File: src/rtl/xge_rx_pkt_reader.sv
// XGE MAC rx reader: pulls frames from the MAC into a small output FIFO.
// Optional frame/error counters are enabled by XGE_RX_READER_STATS_EN.
module xge_rx_pkt_reader #(
    parameter int FIFO_DEPTH = 4
) (
    input  logic        clk_156m25,
    input  logic        reset_156m25_n,
    input  logic        pkt_rx_avail,
    output logic        pkt_rx_ren,
    input  logic        pkt_rx_val,
    input  logic [63:0] pkt_rx_data,
    input  logic        pkt_rx_sop,
    input  logic        pkt_rx_eop,
    input  logic        pkt_rx_err,
    input  logic [2:0]  pkt_rx_mod,
    output logic        out_valid,
    input  logic        out_ready,
    output logic [63:0] out_data,
    output logic [2:0]  out_mod,
    output logic        out_sop,
    output logic        out_eop,
    output logic        out_err,
    output logic        ovf_sticky,
    output logic [31:0] frame_cnt,
    output logic [31:0] err_frame_cnt
);

    localparam int AW = $clog2(FIFO_DEPTH);
    localparam int EW = 70;
    localparam logic [AW:0] DEPTH_C  = (AW+1)'(FIFO_DEPTH);
    localparam logic [AW:0] FREE_MAX = DEPTH_C - (AW+1)'(2);

    typedef enum logic {
        IDLE,
        READ
    } state_t;

    state_t        state;
    logic [EW-1:0] mem [FIFO_DEPTH];
    logic [AW-1:0] wr_ptr;
    logic [AW-1:0] rd_ptr;
    logic [AW:0]   count;
    logic          in_frame;

    logic          free_ge2;
    logic          full;
    logic          rd_en;
    logic          keep;
    logic          wr_en;
    logic          eop_seen;
    logic [EW-1:0] wr_word;
    logic [EW-1:0] head;

    assign free_ge2 = (count <= FREE_MAX);
    assign full     = (count == DEPTH_C);
    assign out_valid = (count != '0);
    assign rd_en    = out_valid && out_ready;
    assign eop_seen = pkt_rx_val && pkt_rx_eop;

    // Words outside a frame are only accepted if they open one.
    assign keep  = pkt_rx_val && (pkt_rx_sop || in_frame);
    assign wr_en = keep && (!full || rd_en);

    // A sop inside an open frame marks the truncated frame's restart as errored.
    assign wr_word = {pkt_rx_data, pkt_rx_mod, pkt_rx_sop, pkt_rx_eop,
                      pkt_rx_err | (pkt_rx_sop & in_frame)};

    assign pkt_rx_ren = (state == READ) && free_ge2 && !eop_seen;

    always_ff @(posedge clk_156m25) begin
        if (wr_en) begin
            mem[wr_ptr] <= wr_word;
        end
    end

    assign head = mem[rd_ptr];
    assign {out_data, out_mod, out_sop, out_eop, out_err} =
        out_valid ? head : '0;

    always_ff @(posedge clk_156m25 or negedge reset_156m25_n) begin
        if (!reset_156m25_n) begin
            state <= IDLE;
        end else begin
            unique case (state)
                IDLE: if (pkt_rx_avail && free_ge2) state <= READ;
                READ: if (eop_seen) state <= IDLE;
                default: state <= IDLE;
            endcase
        end
    end

    always_ff @(posedge clk_156m25 or negedge reset_156m25_n) begin
        if (!reset_156m25_n) begin
            wr_ptr     <= '0;
            rd_ptr     <= '0;
            count      <= '0;
            in_frame   <= 1'b0;
            ovf_sticky <= 1'b0;
        end else begin
            if (wr_en) begin
                wr_ptr   <= wr_ptr + 1'b1;
                in_frame <= !pkt_rx_eop;
            end
            if (rd_en) begin
                rd_ptr <= rd_ptr + 1'b1;
            end
            if (wr_en && !rd_en) begin
                count <= count + 1'b1;
            end else if (rd_en && !wr_en) begin
                count <= count - 1'b1;
            end
            if (keep && full && !rd_en) begin
                ovf_sticky <= 1'b1;
            end
        end
    end

`ifdef XGE_RX_READER_STATS_EN
    logic [31:0] frame_q;
    logic [31:0] err_q;

    always_ff @(posedge clk_156m25 or negedge reset_156m25_n) begin
        if (!reset_156m25_n) begin
            frame_q <= '0;
            err_q   <= '0;
        end else if (rd_en && out_eop) begin
            frame_q <= frame_q + 32'd1;
            if (out_err) begin
                err_q <= err_q + 32'd1;
            end
        end
    end

    assign frame_cnt     = frame_q;
    assign err_frame_cnt = err_q;
`else
    assign frame_cnt     = '0;
    assign err_frame_cnt = '0;
`endif

endmodule

File: config.mk
export PLATFORM = sky130hd
export DESIGN_NAME = xge_rx_pkt_reader
export DESIGN_NICKNAME = d
export VERILOG_FILES = /design/src/rtl/xge_rx_pkt_reader.sv
export SDC_FILE = /design/constraint.sdc
export NUM_CORES = 1
export LEC_CHECK = 0
export ABC_AREA = 1
export ABC_CLOCK_PERIOD_IN_PS = 4650
export BUFFER_PORTS_ARGS = -buffer_cell sky130_fd_sc_hd__clkbuf_2
export CORE_UTILIZATION = 51
export DETAILED_ROUTE_END_ITERATION = 8
export HOLD_SLACK_MARGIN = 0.15
export PLACE_DENSITY_LB_ADDON = 0.05
export SYNTH_ARGS = -nofsm -noshare
export SYNTH_HDL_FRONTEND = slang
export SYNTH_SLANG_ARGS = --single-unit
export TNS_END_PERCENT = 30
File: constraint.sdc
create_clock -name clk_156m25 -period 4.65 [get_ports clk_156m25]
set_clock_uncertainty 0.2 [all_clocks]
set_input_delay 0.465 -clock clk_156m25 [delete_from_list [all_inputs] [get_ports clk_156m25]]
set_output_delay 0.465 -clock clk_156m25 [all_outputs]
set_load 0.005 [all_outputs]
Yosys cells after proc, flatten, opt, wreduce, memory -nomap -nowiden

Memories as Yosys holds them, arrays and structs flattened.
Index checks and enable logic that the tools add are counted.

Memories kept: 1
Bits in registers: 10
Bits of input ports: 75
Word-level logic and storage cells: 44
Bits in writable memories: 280
Output and inout port bits: 137

Order comparisons: 1
Eq/ne operators: 1
Mux-type cells: 8
Add/sub/neg operators: 4
Bitwise gates (word level): 3
Reductions and logical operators: 20

Memory list:

| memory | words | bits a word | read ports | clocked after memory_dff | wr ports | RTL line | source |
|---|---|---|---|---|---|---|---|
| mem    | 4     | 70          | 1          | 0                        | 1        | 39       | `logic [EW-1:0] mem [FIFO_DEPTH];` |

Operators by type and width:

| operator            | count |
|---|---|
| $mux 70             | 1 |
| $logic_and 1x1->1   | 11 |
| $mux 3              | 2 |
| $logic_not 1->1     | 5 |
| $add 2x1->2 const B | 2 |
| $mux 1              | 4 |
| $add 3x1->3 const B | 1 |
| $eq 3x3->1 const B  | 1 |
| $le 3x2->1 const B  | 1 |
| $reduce_bool 3->1   | 1 |
| $sub 3x1->3 const B | 1 |
| $logic_or 1x1->1    | 2 |
| $pmux 1 s2          | 1 |
| $reduce_bool 2->1   | 1 |
| $and 1x1->1         | 1 |
| $not 1->1           | 1 |
| $or 1x1->1          | 1 |

Logic depth before layout (Yosys ltp)

Depth in word-level cells: 8
Depth in mapped cells: 13
Mapped depth without buffers: 13

Worst setup path before layout

No wires, ideal clock.

Path kind: input to register
Start: input pkt_rx_val
End: memory mem[0][0] (enable)
Setup slack: 0.080 ns
Data arrival time: 3.871 ns
Stages: 4
Path buffers: 0
Library setup time: 0.499 ns
Required time: 3.951 ns
Path through: inv_1 -> nor2_1 -> nand2_1 -> nor2_1

Cells in the longest elaborated chain, start to end: 4

Ends and longest elaborated chain:

| element                      | RTL line | source |
|---|---|---|
| from (decl)                  | 10       | `input logic pkt_rx_val,` |
| $logic_and 1x1->1            | 61       | `assign keep = pkt_rx_val && (pkt_rx_sop \|\| in_frame);` |
| $logic_and 1x1->1            | 62       | `assign wr_en = keep && (!full \|\| rd_en);` |
| $mux 1                       | 71       | `if (wr_en) begin` |
| $mux 1 (implied by the code) | 72       | `mem[wr_ptr] <= wr_word;` |
| to (decl)                    | 39       |  |

No other way between the ends.

Final worst setup path

Start: register rd_ptr[0]
End: output out_data[63]

Cells in the longest elaborated chain, start to end: 2

Ends and longest elaborated chain:

| element                | RTL line | source |
|---|---|---|
| from (decl)            | 41       | `logic [AW-1:0] rd_ptr;` |
| from (signal assigned) | 105      | `rd_ptr <= rd_ptr + 1'b1;` |
| $mem_v2 4x70           | -        |  |
| $mux 70                | 78       | `out_valid ? head : '0;` |
| to (decl)              | 18       | `output logic [63:0] out_data,` |

No other way between the ends.

==> results.toml <==
[floorplan]
io_pins = 212
dieWidth_um = 163
start_util = 0.522
die_y_um = 163
core_area_um2 = 25300
dieArea_um2 = 26500
num_rows = 58

[grt]
grt_start_max_net_pins = 91
grt_pass1_vias = 8260
grt_first_pass_wirelength_um = 42400
antenna_found_initial = 3
overflow = 0
grt_usage = 0.207

[pwr]
p_per_area_nw_per_um2 = 573
power_mw = 8.97
p_leak_nw = 7.16
swShare = 0.353
pwr-share-comb = 0.351
clockPowerShare = 0.259
vdd_drop_max_mv = 0.421
switchingPower_mw = 3.17
power_frac_seq = 0.390
internal_power_mw = 5.81

[placement]
post-place-ws_ns = 1.61
gp_congestion = 0.748
dpl-instance-area_um2 = 13900
io_buffers = 147
place_hpwl_um = 14400

[yosys]
synth_warnings = 0
synth-seq-cells = 290
synth_cell_types = 28
syn_inst = 1247
synth_top_cells_by_area = "edfxtp_1 64%, inv_1 8.3%, nand2_1 8.3%, nand3_1 5.2%, buf_4 3.8%"
synth_top_family_by_area = "simple AND/OR/NAND/NOR gates"
synth_simple_gate_area_frac = 0.155
synth_adder_area_share = 0.00626
synth_top_area_share = 0.638
yosysSeqAreaShare = 0.657
synth.area.mux_share = 0
postSynthAreaPerCell_um2 = 10.6
synth_xor_area_frac = 0.00133
yosys.area.top_type = "edfxtp_1"
synth_area_um2 = 13200
synth_compound_area_frac = 0.0337

[cells_and_area]
nNetsFinal = 1541
fin_util = 0.620
final_area_um2 = 15700
drive_gt1_frac = 0.171
area_growth_pct = 18.8

[cts]
clk_path_buf_depth = 3
postCtsSetupRepairBufs = 0
cts.sinks = 290
cts_tree = "built"
insertion_delay_ns = 0.55
clk_pin_slew_ns = 0.06
cts.htree.levels = 1
cts_made_buffers = 30
postCtsResizedCells = 0
cts_root_buffer = "clkbuf_16"

[critical_path]
worstPathMaxFanout = 80
setup.worst_path.class = "reg -> out"
endpoint_kind = "primary output"
r2r-start = "in_frame"
start_kind = "flip-flop"
crit_start = "rd_ptr[0]"
arrival_ns = 2.91
crit_required_ns = 3.98

[route]
drtAntennaViolNets = 0
firstDrtPassIters = 5
wire_per_inst_um = 14.8
drt-total-wl_um = 26800
vias = 8476
drt_iter0_markers = 547
drc = 0
vias_per_cell = 4.67

[timing]
fmax_mhz = 280
rsz0062_at_grt = "no"
post-route-period-util = 0.769
drv_slew = 0
fin_ws_ns = 1.08
hold_viol_final = 0
tns_ns = 0
period_needed_ns = 3.57
relSlewSlack = 0.309
finalSetupViolCount = 0
worst_pin_slew_ns = 1.04

[hold_path]
hold_path_class = "reg -> reg"
worstHoldStart = "ovf_sticky"

[status]
status = "finished clean"

[run]
max_cap_viol_count = 0
stage by stage:
step           instances  hold slack (ns)
2_1_floorplan       1310          -0.0306
3_3_place_gp        1682            0.158
3_5_place_dp        1682            0.161
4_1_cts             1813            0.270
5_1_grt             1816            0.322
6_report            1816            0.264
critical path, stage by stage (launching register included):
cell and delay [ns]:
dfrtp_4 0.73, inv_4 0.75, buf_12 0.40, nand2_1 0.12, nand3_1 0.11, a21oi_2 0.06, clkbuf_2 0.16
registers in the layout, indices dropped and copies added, names as in the netlist:
register and count:
mem 280, count 3, rd_ptr 2, wr_ptr 2, in_frame 1, ovf_sticky 1, state 1
routing by layer:
metal  up-vias  track usage  part of all wire
met5         -            0                 0
met4         0       0.0586             0.021
met3        37       0.0349             0.057
met2       229        0.361              0.50
met1      3974        0.265              0.43
li1       4236            -                 -
layout by cell type, fill, tap and decap left out, types with 2 or more instances in the layout:
cell	netlist	final
bufinv_16	0	2
inv_1	292	292
edfxtp_1	280	280
conb_1	1	64
nand2_2	3	3
clkbuf_8	0	4
nand2_1	291	291
dfrtp_1	10	8
xnor2_1	2	2
inv_2	4	3
buf_4	66	8
a21oi_1	51	51
nor2_1	8	4
nand3_2	11	11
diode_2	0	3
clkinv_1	0	7
clkbuf_1	7	7
nand2_4	9	9
dlygate4sd3_1	0	76
clkinv_2	0	5
buf_12	0	4
clkbuf_16	0	31
clkbuf_2	0	147
a21oi_2	19	19
nand3_1	136	136
nor2_4	0	4
ha_1	5	5
o21ai_0	2	2
cells in the mapped netlist (all sizes together):
cell type	number
a21o	1
a21oi	70
buf	110
clkbuf	7
conb	1
dfrtp	10
edfxtp	280
fa	1
ha	5
inv	297
nand2	303
nand3	147
nand4	1
nor2	9
o21ai	3
xnor2	2
area by class of cell:
class | count | area, µm²
antenna | 3 | 7.51
clock buffer | 42 | 857
clock inverter | 13 | 106
fill | 2093 | 9590
inverter | 297 | 1120
multi-input combinational | 606 | 2860
sequential | 290 | 8660
tap | 330 | 413
timing repair buffer | 235 | 1640
kinds of logic (layout without fill, tap and decap cells):
group	Yosys count	in the layout
compound gates	74	74
xor+xnor	2	2
fa+ha+maj	6	6
buf+inv	414	587
flops	290	290
other cells	1	67
simple gates	460	460
path summary, 6_finish.rpt:
path	cells after the start	slack, ns	endpoint
min	2	0.26	ovf_sticky
max in group asynchronous	3	3.13	rd_ptr[0]
max	6	1.08	out_data[63]
min in group asynchronous	3	0.74	count[1]
max reg2reg	5	1.96	mem[1][14]
min reg2reg	2	0.26	ovf_sticky
power groups by stage:
| stage | registers, mW | clock network (mW) | logic (mW) |
|---|---|---|---|
| after floorplan | 3.47 | 0 | 2.16 |
| after global placement | 3.55 | 0 | 3.12 |
| after detailed placement | 3.55 | 0 | 3.15 |
| final | 3.50 | 2.32 | 3.15 |
| after CTS | 3.50 | 2.37 | 3.22 |
| after global routing | 3.54 | 2.47 | 3.53 |
what timing repair did:
item,4_1_cts,5_1_grt
endpoints found under the setup margin,0,0
hold buffers,76,0
endpoints found under the hold margin,297,0
(Power assumes the default switching activity.)
